==> src/rtl/regfile_rename_pkg.sv <==
// Shared types and constants for the renaming register file.
// Width parameters, index/tag types and the commit bundle.
package regfile_rename_pkg;

    localparam int XLEN      = 32;
    localparam int ROB_IDX_W = 5;
    localparam int ROB_SIZE  = 1 << ROB_IDX_W;
    localparam int REG_NUM   = 32;
    localparam int REG_IDX_W = 5;

    typedef logic [XLEN-1:0]      xlen_t;
    typedef logic [ROB_IDX_W-1:0] rob_idx_t;
    typedef logic [REG_IDX_W-1:0] reg_idx_t;

    localparam rob_idx_t ENTRY_NULL = '0;
    localparam logic     TRUE       = 1'b1;
    localparam logic     FALSE      = 1'b0;

    typedef struct packed {
        logic     valid;
        reg_idx_t des;
        rob_idx_t entry;
        xlen_t    result;
    } commit_t;

endpackage

==> src/rtl/regfile_rename_if.sv <==
// Issue/read/commit bundle of the renaming register file.
// master: issue + ROB side driver; slave: the register file.
interface regfile_rename_if;
    import regfile_rename_pkg::*;

    logic     rdy;
    logic     flush;

    reg_idx_t rs1_idx;
    xlen_t    rs1_val;
    logic     rs1_busy;
    rob_idx_t rs1_tag;
    reg_idx_t rs2_idx;
    xlen_t    rs2_val;
    logic     rs2_busy;
    rob_idx_t rs2_tag;

    logic     issue_valid;
    reg_idx_t issue_rd;
    logic     issue_has_rd;
    rob_idx_t issue_entry;

    logic     commit_valid;
    reg_idx_t commit_des;
    rob_idx_t commit_entry;
    xlen_t    commit_result;

    modport master (
        output rdy, flush,
        output rs1_idx, rs2_idx,
        input  rs1_val, rs1_busy, rs1_tag,
        input  rs2_val, rs2_busy, rs2_tag,
        output issue_valid, issue_rd, issue_has_rd, issue_entry,
        output commit_valid, commit_des, commit_entry, commit_result
    );

    modport slave (
        input  rdy, flush,
        input  rs1_idx, rs2_idx,
        output rs1_val, rs1_busy, rs1_tag,
        output rs2_val, rs2_busy, rs2_tag,
        input  issue_valid, issue_rd, issue_has_rd, issue_entry,
        input  commit_valid, commit_des, commit_entry, commit_result
    );

endinterface

==> src/rtl/regfile_read_port.sv <==
// One combinational read port with same-cycle commit bypass.
// Ports: idx in, register state arrays in, commit in; val/busy/tag out.
module regfile_read_port
    import regfile_rename_pkg::*;
(
    input  reg_idx_t           idx,
    input  xlen_t              val_arr [REG_NUM],
    input  logic [REG_NUM-1:0] busy_vec,
    input  rob_idx_t           tag_arr [REG_NUM],
    input  commit_t            commit,
    output xlen_t              val,
    output logic               busy,
    output rob_idx_t           tag
);

    logic hit;

    // Bypass only when the commit is the producer this register waits on.
    assign hit = commit.valid && (commit.des == idx)
              && busy_vec[idx] && (tag_arr[idx] == commit.entry);

    always_comb begin
        val  = val_arr[idx];
        busy = busy_vec[idx];
        tag  = tag_arr[idx];
        if (idx == '0) begin
            val  = '0;
            busy = FALSE;
            tag  = ENTRY_NULL;
        end else if (hit) begin
            val  = commit.result;
            busy = FALSE;
        end
    end

endmodule

==> src/rtl/regfile_rename.sv <==
// Architectural register file with per-register ROB rename tags.
// Ports: clk, rst (async active-low), rf (slave bundle: rdy, flush, reads, issue, commit).
module regfile_rename
    import regfile_rename_pkg::*;
(
    input  logic           clk,
    input  logic           rst,
    regfile_rename_if.slave rf
);

    xlen_t              val_q [REG_NUM];
    xlen_t              val_d [REG_NUM];
    logic [REG_NUM-1:0] busy_q;
    logic [REG_NUM-1:0] busy_d;
    rob_idx_t           tag_q [REG_NUM];
    rob_idx_t           tag_d [REG_NUM];

    commit_t cmt;
    logic    ren;
    logic    cmt_wr;

    assign cmt.valid  = rf.commit_valid;
    assign cmt.des    = rf.commit_des;
    assign cmt.entry  = rf.commit_entry;
    assign cmt.result = rf.commit_result;

    assign ren = rf.issue_valid && rf.issue_has_rd
              && (rf.issue_rd != '0) && !rf.flush;
    assign cmt_wr = rf.commit_valid && (rf.commit_des != '0);

    always_comb begin
        val_d  = val_q;
        busy_d = busy_q;
        tag_d  = tag_q;
        if (rf.rdy) begin
            if (cmt_wr) begin
                val_d[rf.commit_des] = rf.commit_result;
                // A newer rename of the same register keeps it busy.
                if ((tag_q[rf.commit_des] == rf.commit_entry)
                    && !(ren && (rf.issue_rd == rf.commit_des))) begin
                    busy_d[rf.commit_des] = FALSE;
                end
            end
            if (rf.flush) begin
                busy_d = '0;
            end
            if (ren) begin
                busy_d[rf.issue_rd] = TRUE;
                tag_d[rf.issue_rd]  = rf.issue_entry;
            end
        end
    end

    always_ff @(posedge clk or negedge rst) begin
        if (!rst) begin
            val_q  <= '{default: '0};
            busy_q <= '0;
            tag_q  <= '{default: '0};
        end else begin
            val_q  <= val_d;
            busy_q <= busy_d;
            tag_q  <= tag_d;
        end
    end

    regfile_read_port u_rs1 (
        .idx      (rf.rs1_idx),
        .val_arr  (val_q),
        .busy_vec (busy_q),
        .tag_arr  (tag_q),
        .commit   (cmt),
        .val      (rf.rs1_val),
        .busy     (rf.rs1_busy),
        .tag      (rf.rs1_tag)
    );

    regfile_read_port u_rs2 (
        .idx      (rf.rs2_idx),
        .val_arr  (val_q),
        .busy_vec (busy_q),
        .tag_arr  (tag_q),
        .commit   (cmt),
        .val      (rf.rs2_val),
        .busy     (rf.rs2_busy),
        .tag      (rf.rs2_tag)
    );

endmodule

==> src/flat_wrapper.sv <==
// flat-port wrapper written by rule: the top's interface ports become plain ports
module regfile_rename_flat import regfile_rename_pkg::*;
  (clk, rst, rf_rdy, rf_flush, rf_rs1_idx, rf_rs2_idx, rf_rs1_val, rf_rs1_busy, rf_rs1_tag, rf_rs2_val, rf_rs2_busy, rf_rs2_tag, rf_issue_valid, rf_issue_rd, rf_issue_has_rd, rf_issue_entry, rf_commit_valid, rf_commit_des, rf_commit_entry, rf_commit_result);
  regfile_rename_if rf_i ();
  input  logic clk;
  input  logic rst;
  input wire logic [$bits(rf_i.rdy)-1:0] rf_rdy;
  input wire logic [$bits(rf_i.flush)-1:0] rf_flush;
  input wire logic [$bits(rf_i.rs1_idx)-1:0] rf_rs1_idx;
  input wire logic [$bits(rf_i.rs2_idx)-1:0] rf_rs2_idx;
  output wire logic [$bits(rf_i.rs1_val)-1:0] rf_rs1_val;
  output wire logic [$bits(rf_i.rs1_busy)-1:0] rf_rs1_busy;
  output wire logic [$bits(rf_i.rs1_tag)-1:0] rf_rs1_tag;
  output wire logic [$bits(rf_i.rs2_val)-1:0] rf_rs2_val;
  output wire logic [$bits(rf_i.rs2_busy)-1:0] rf_rs2_busy;
  output wire logic [$bits(rf_i.rs2_tag)-1:0] rf_rs2_tag;
  input wire logic [$bits(rf_i.issue_valid)-1:0] rf_issue_valid;
  input wire logic [$bits(rf_i.issue_rd)-1:0] rf_issue_rd;
  input wire logic [$bits(rf_i.issue_has_rd)-1:0] rf_issue_has_rd;
  input wire logic [$bits(rf_i.issue_entry)-1:0] rf_issue_entry;
  input wire logic [$bits(rf_i.commit_valid)-1:0] rf_commit_valid;
  input wire logic [$bits(rf_i.commit_des)-1:0] rf_commit_des;
  input wire logic [$bits(rf_i.commit_entry)-1:0] rf_commit_entry;
  input wire logic [$bits(rf_i.commit_result)-1:0] rf_commit_result;
  assign rf_i.rdy = rf_rdy;
  assign rf_i.flush = rf_flush;
  assign rf_i.rs1_idx = rf_rs1_idx;
  assign rf_i.rs2_idx = rf_rs2_idx;
  assign rf_rs1_val = rf_i.rs1_val;
  assign rf_rs1_busy = rf_i.rs1_busy;
  assign rf_rs1_tag = rf_i.rs1_tag;
  assign rf_rs2_val = rf_i.rs2_val;
  assign rf_rs2_busy = rf_i.rs2_busy;
  assign rf_rs2_tag = rf_i.rs2_tag;
  assign rf_i.issue_valid = rf_issue_valid;
  assign rf_i.issue_rd = rf_issue_rd;
  assign rf_i.issue_has_rd = rf_issue_has_rd;
  assign rf_i.issue_entry = rf_issue_entry;
  assign rf_i.commit_valid = rf_commit_valid;
  assign rf_i.commit_des = rf_commit_des;
  assign rf_i.commit_entry = rf_commit_entry;
  assign rf_i.commit_result = rf_commit_result;
  regfile_rename u_core (.clk(clk), .rst(rst), .rf(rf_i));
endmodule
==> config.mk <==
export PLATFORM = sky130hd
export DESIGN_NAME = regfile_rename_flat
export DESIGN_NICKNAME = d
export VERILOG_FILES = /design/src/rtl/regfile_rename_pkg.sv /design/src/rtl/regfile_rename_if.sv /design/src/rtl/regfile_read_port.sv /design/src/rtl/regfile_rename.sv /design/src/flat_wrapper.sv
export SDC_FILE = /design/constraint.sdc
export NUM_CORES = 2
export LEC_CHECK = 0
export BUFFER_PORTS_ARGS = -buffer_cell sky130_fd_sc_hd__buf_2
export CAP_MARGIN = 5
export CORE_MARGIN = 2
export CORE_UTILIZATION = 31
export CTS_CLUSTER_DIAMETER = 200
export DETAILED_ROUTE_END_ITERATION = 7
export GPL_TIMING_DRIVEN = 0
export HOLD_SLACK_MARGIN = 0.15
export MAX_ROUTING_LAYER = met4
export SLEW_MARGIN = 20
export SYNTH_ARGS = -nofsm -noshare
export SYNTH_HDL_FRONTEND = slang
export SYNTH_SLANG_ARGS = --single-unit
==> constraint.sdc <==
create_clock -name clk -period 5.3 [get_ports clk]
set_input_delay 0 -clock clk [delete_from_list [all_inputs] [get_ports clk]]
set_output_delay 0 -clock clk [all_outputs]
set_load 0.05 [all_outputs]
# Word level (Yosys, flattened, before mapping)
# Index checks and enable logic that the tools add are counted.
[op_classes] order_cmp=12 n_eq_ne=6 muxes=44 bitwise_logic=7 reduce_logical=24
[ops] cell="$bwmux 1024" n=1
[ops] cell="$mux 32" n=14
[ops] cell="$bmux 32 s5" n=2
[ops] cell="$bwmux 160" n=1
[ops] cell="$demux 32 s5" n=1
[ops] cell="$bmux 5 s5" n=3
[ops] cell="$mux 5" n=9
[ops] cell="$and 32x32->32" n=1
[ops] cell="$not 32->32" n=1
[ops] cell="$or 32x32->32" n=1
[ops] cell="$eq 5x5->1" n=6
[ops] cell="$demux 5 s5" n=1
[ops] cell="$ge 6x6->1 const B" n=4
[ops] cell="$lt 5x6->1 const B" n=4
[ops] cell="$not 5->6" n=4
[ops] cell="$logic_and 1x1->1" n=16
[ops] cell="$lt 6x1->1 const B" n=2
[ops] cell="$bmux 1 s5" n=2
[ops] cell="$demux 1 s5" n=2
[ops] cell="$ge 5x1->1 const B" n=2
[ops] cell="$logic_not 5->1" n=2
[ops] cell="$reduce_bool 5->1" n=2
[ops] cell="$mux 1" n=8
[ops] cell="$reduce_and 2->1" n=2
[ops] cell="$logic_not 1->1" n=2
[totals] reg_bits=1216 in_bits=69 word_cells=158

# Logic depth before layout (Yosys ltp)
[logic_depth] ltp_word=12 depth_mapped=13

# Cells and area by module
# From an unflattened synthesis, not the netlist that was laid out.
[hier_totals] cells_unflattened=4415 area_unflattened_um2=68045.3
[by_module_without_submodules] mod="regfile_rename" n_inst=1 cells_per_inst=3023 area_each_um2=47340.4
[by_module_without_submodules] mod="regfile_read_port" n_inst=2 cells_per_inst=696 area_each_um2=10352.4

# Worst setup path after synthesis
# No wires, ideal clock.
[synth_timing] path_kind="input port to output port" startpoint="input rf_rs2_idx[2]" endpoint="output rf_rs2_val[10]" t_arrival_ns=3.370 slack_ns=1.930 cell_stages=11 path_buffers=4 path_cell_list="buf_2 > buf_1 > mux4_2 > mux4_2 > mux2i_1 > xor2_1 > nand3b_1 > nor4b_1 > buf_2 > buf_4 > mux2i_1"
[synth_via] elab_chain_len=8 word_cells_on_any_way=17 cone_classes="eq/ne: 2; mux: 10; bitwise: 1; reduce/logical: 4"
[synth_lines] element="start: declaration" line_no="flat_wrapper.sv:10" text="input wire logic [$bits(rf_i.rs2_idx)-1:0] rf_rs2_idx;"
[synth_lines] element="$not 5->6 (implied by the code)" line_no="regfile_read_port.sv:20, regfile_read_port.sv:23"
[synth_lines] element="$bmux 5 s5" line_no="regfile_read_port.sv:20" text="&& busy_vec[idx] && (tag_arr[idx] == commit.entry);"
[synth_lines] element="$mux 5 (implied by the code) (2 in a row)" line_no="regfile_read_port.sv:20"
[synth_lines] element="$eq 5x5->1" line_no="regfile_read_port.sv:20"
[synth_lines] element="$logic_and 1x1->1" line_no="regfile_read_port.sv:20"
[synth_lines] element="$mux 32" line_no="regfile_read_port.sv:30" text="end else if (hit) begin"
[synth_lines] element="$mux 32 *" line_no="regfile_read_port.sv:26" text="if (idx == '0) begin"
[synth_lines] element="end: declaration" line_no="flat_wrapper.sv:14" text="output wire logic [$bits(rf_i.rs2_val)-1:0] rf_rs2_val;"
# Every way passes the cells marked *; elsewhere a longest branch is shown, timed or not. The select of a mux whose other input is x is not followed.

# Final worst setup path
[layout_timing] startpoint="input rf_rs1_idx[2]" endpoint="output rf_rs1_val[17]"
[layout_via] elab_chain_len=8 word_cells_on_any_way=17 cone_classes="eq/ne: 2; mux: 10; bitwise: 1; reduce/logical: 4"
[layout_lines] element="start: declaration" line_no="flat_wrapper.sv:9" text="input wire logic [$bits(rf_i.rs1_idx)-1:0] rf_rs1_idx;"
[layout_lines] element="$not 5->6 (implied by the code)" line_no="regfile_read_port.sv:20, regfile_read_port.sv:23"
[layout_lines] element="$bmux 5 s5" line_no="regfile_read_port.sv:20"
[layout_lines] element="$mux 5 (implied by the code) (2 in a row)" line_no="regfile_read_port.sv:20"
[layout_lines] element="$eq 5x5->1" line_no="regfile_read_port.sv:20"
[layout_lines] element="$logic_and 1x1->1" line_no="regfile_read_port.sv:20"
[layout_lines] element="$mux 32" line_no="regfile_read_port.sv:30"
[layout_lines] element="$mux 32 *" line_no="regfile_read_port.sv:26"
[layout_lines] element="end: declaration" line_no="flat_wrapper.sv:11" text="output wire logic [$bits(rf_i.rs1_val)-1:0] rf_rs1_val;"
# Marks and branches as above.

==> qor.csv <==
metric;value;unit
status;finished, violations left;
violations;negative setup slack;
drc;0;
place_congestion;0.983;
power.leakage;33.9;nW
critPathKind;input port to output pin;
clk_path_buf_depth;3;
fin_crit;5380;ps
io_pins;145;
ys_seq_area_share;45.2;%
drtAntennaViolNets;0;
syn_avg_cell_area;15.4;um2
synth_top_area_share;45.2;%
grt_pass1_vias;47400;
synthArstFlopShare;100;%
required;5300;ps
yosys_most_used_dff;dfrtp_1;
max_freq;0.186;GHz
grt_pass1_wl;366000;um
cts-root-buf;clkbuf_16;
grt_max_degree;132;
dp_cells;7349;
clk_latency;820;ps
die_y;470;um
dp_hpwl;176000;um
cts.sinks;1216;
finalSetupViolations;8;
cp.arrival;5380;ps
synth_edf_count;0;
grt_use_total;24.0;%
cts_tree;built;
drtIter0Drc;5752;
netlist_area;67300;um2
dr.pass1.iters;8;
finalMaxSlewViolations;0;
finalCritPeriodShare;102;%
utilization;36.2;%
critPathLaunchType;input port;
port_buffers;132;
peakVddDrop;284;uV
antenna_found_initial;16;
pwr_density_cell;335;nW/um2
vias;46200;
ys_ff_latch;1216;
yosys_warnings;0;
die_w;470;um
routedWlPerCell;33.6;um
maxCapViolations;0;
finalNetCount;4818;
drive_above_1_share;51.9;%
timing.slew.headroom;11.2;%
synth.area.top_cells;dfrtp_1, mux4_2, mux2_2;
area_delta_synth_final;15.9;%
synth_fp_nets;4428;
holdCritPathClass;input port to flop;
overflow;0;
cts_setup_buffers;0;
drt-total-wl;259000;um
cts_max_level;4;
cp-end-kind;output pin;
totalPowerFinal;26.1;mW
start_util;31.3;%
avgViaCountPerCell;5.99;
ys_types;53;
finalNonFillerCells;7707;
cts_made_buffers;143;
finClkSkew;37.0;ps
post-synth-top-area-cell;dfrtp_1;
tightest_slew;1330;ps
final-hold-violation-count;0;
rows;170;
synth_cells;4359;
rsz0062_at_grt;no;
fin_ws;-81.3;ps
dieArea;221000;um2
path_max_fanout;10;
core_area;215000;um2
clkTransAtPathRegs;60;ps
-- through the flow --
stage          cell area [um2]  TNS [ps]  setup WS (ps)  hold WS [ps]
2_1_floorplan            67300         0           1930          -296
3_3_place_gp             71500         -         -23200           281
3_5_place_dp             72000    -12070           -565           114
4_1_cts                  77800         0           12.6           170
5_1_grt                  77900         0           5.38           222
6_report                 77900      -320          -81.3           236
-- flip-flops by register name, summed over array words and instances (netlist names) --
signal         count
u_core.tag_q     160
u_core.val_q    1024
u_core.busy_q     32
-- synth_stat cells (2+ instances only) --
| master | n |
|---|---|
| or2_2 | 5 |
| and2_1 | 7 |
| nor3b_1 | 6 |
| and4_1 | 2 |
| nor4_1 | 12 |
| buf_1 | 87 |
| nor2b_1 | 16 |
| nand2_1 | 104 |
| nor3_1 | 10 |
| mux2_2 | 1152 |
| xnor2_1 | 9 |
| a32o_1 | 2 |
| nand3_1 | 40 |
| or3_1 | 35 |
| clkbuf_1 | 340 |
| nor4b_1 | 2 |
| dfrtp_1 | 1216 |
| a22oi_1 | 35 |
| buf_2 | 61 |
| a32oi_1 | 2 |
| inv_1 | 3 |
| a211oi_1 | 7 |
| mux2i_1 | 120 |
| mux4_2 | 756 |
| a22o_1 | 5 |
| and3_1 | 8 |
| clkinv_1 | 2 |
| o211ai_1 | 32 |
| a31o_2 | 23 |
| a21oi_1 | 6 |
| nor2_1 | 124 |
| xor2_1 | 16 |
| or4_1 | 5 |
| nand2b_1 | 38 |
| o21ai_0 | 10 |
| mux4_1 | 6 |
| nand3b_1 | 10 |
| a31oi_1 | 2 |
| buf_4 | 5 |
| and3b_1 | 6 |
| nand4_1 | 19 |
| a211o_1 | 2 |
-- path summary, 6_finish.rpt --
| check | startpoint | to | slack [ps] | cells past startpoint |
|---|---|---|---|---|
| max | rf_rs1_idx[2] | rf_rs1_val[17] | -80 | 10 |
| min | rf_commit_result[31] | u_core.val_q[863]$_DFFE_PN0P_ | 240 | 3 |
| max reg2reg | u_core.tag_q[102]$_DFFE_PN0P_ | u_core.busy_q[8]$_DFFE_PN0P_ | 790 | 10 |
| min reg2reg | u_core.val_q[1015]$_DFFE_PN0P_ | u_core.val_q[1015]$_DFFE_PN0P_ | 480 | 1 |
| max in group asynchronous | rst | u_core.val_q[1000]$_DFFE_PN0P_ | 2570 | 7 |
| min in group asynchronous | rst | u_core.val_q[602]$_DFFE_PN0P_ | 460 | 4 |
-- cell type report --
type                            count  area (um2)
Clock buffer                      214        4270
Sequential cell                  1216       30400
Multi-Input combinational cell   2642       34900
Antenna cell                       12        30.0
Buffer                            495        2130
Timing Repair Buffer              245        1990
Tap cell                         2838        3550
Inverter                            6        22.5
Fill cell                       20300      137000
Clock inverter                     39         559
-- layout by cell type (no fill, tap or decap), types with 16 or more instances in the layout --
cell type / count
dfrtp_1: 1216
mux2_2: 1152
mux4_2: 756
clkbuf_1: 310
buf_2: 239
clkbuf_16: 146
mux2i_1: 114
nor2_1: 110
nand2_1: 104
dlygate4sd3_1: 93
clkbuf_2: 66
nand3_1: 40
nand2b_1: 38
clkbuf_8: 36
a22oi_1: 35
or3_1: 35
buf_1: 33
o211ai_1: 32
a31o_2: 23
nand4_1: 19
clkinv_2: 18
nor2b_1: 16
xor2_1: 16
-- report_power, final --
part / internal (mW) / switching (mW)
combinational: 2.44 / 2.30
clock: 5.96 / 4.32
sequential: 10.3 / 0.780
-- layer usage --
metal	up-vias	global-route usage (%)	wire length (um)
li1	17700	-	-
met1	25100	30.6	103000
met2	2655	35.1	116000
met3	713	5.99	24700
met4	0	12.8	15900
met5	-	-	0
-- cells by family (layout without fill, tap and decap cells) --
logic type             count (synthesis)  after routing  share of synthesized area [%]
AND/OR/NAND/NOR                      452            452                           3.36
multiplexers                        2034           2034                           46.6
buffers and inverters                501            999                           2.97
AO/OA/AOI/OAI                        131            131                           1.47
flip-flops                          1216           1216                           45.2
XOR/XNOR                              25             25                          0.326
other                                  0             12                              0
-- repair_timing --
action,in CTS,in global routing
resized for setup,11,3
hold endpoints to repair,1544,0
pin swaps,1,0
hold buffers,93,0
setup endpoints to repair,55,3
-- worst max-delay path, cell delays in order --
cell and delay [ps]:
buf_2 280, buf_1 820, buf_2 490, buf_2 630, clkbuf_1 870, clkbuf_1 920, mux4_2 410, o211ai_1 90
mux2i_1 440, buf_2 360
Power figures use the tool's default switching activity.
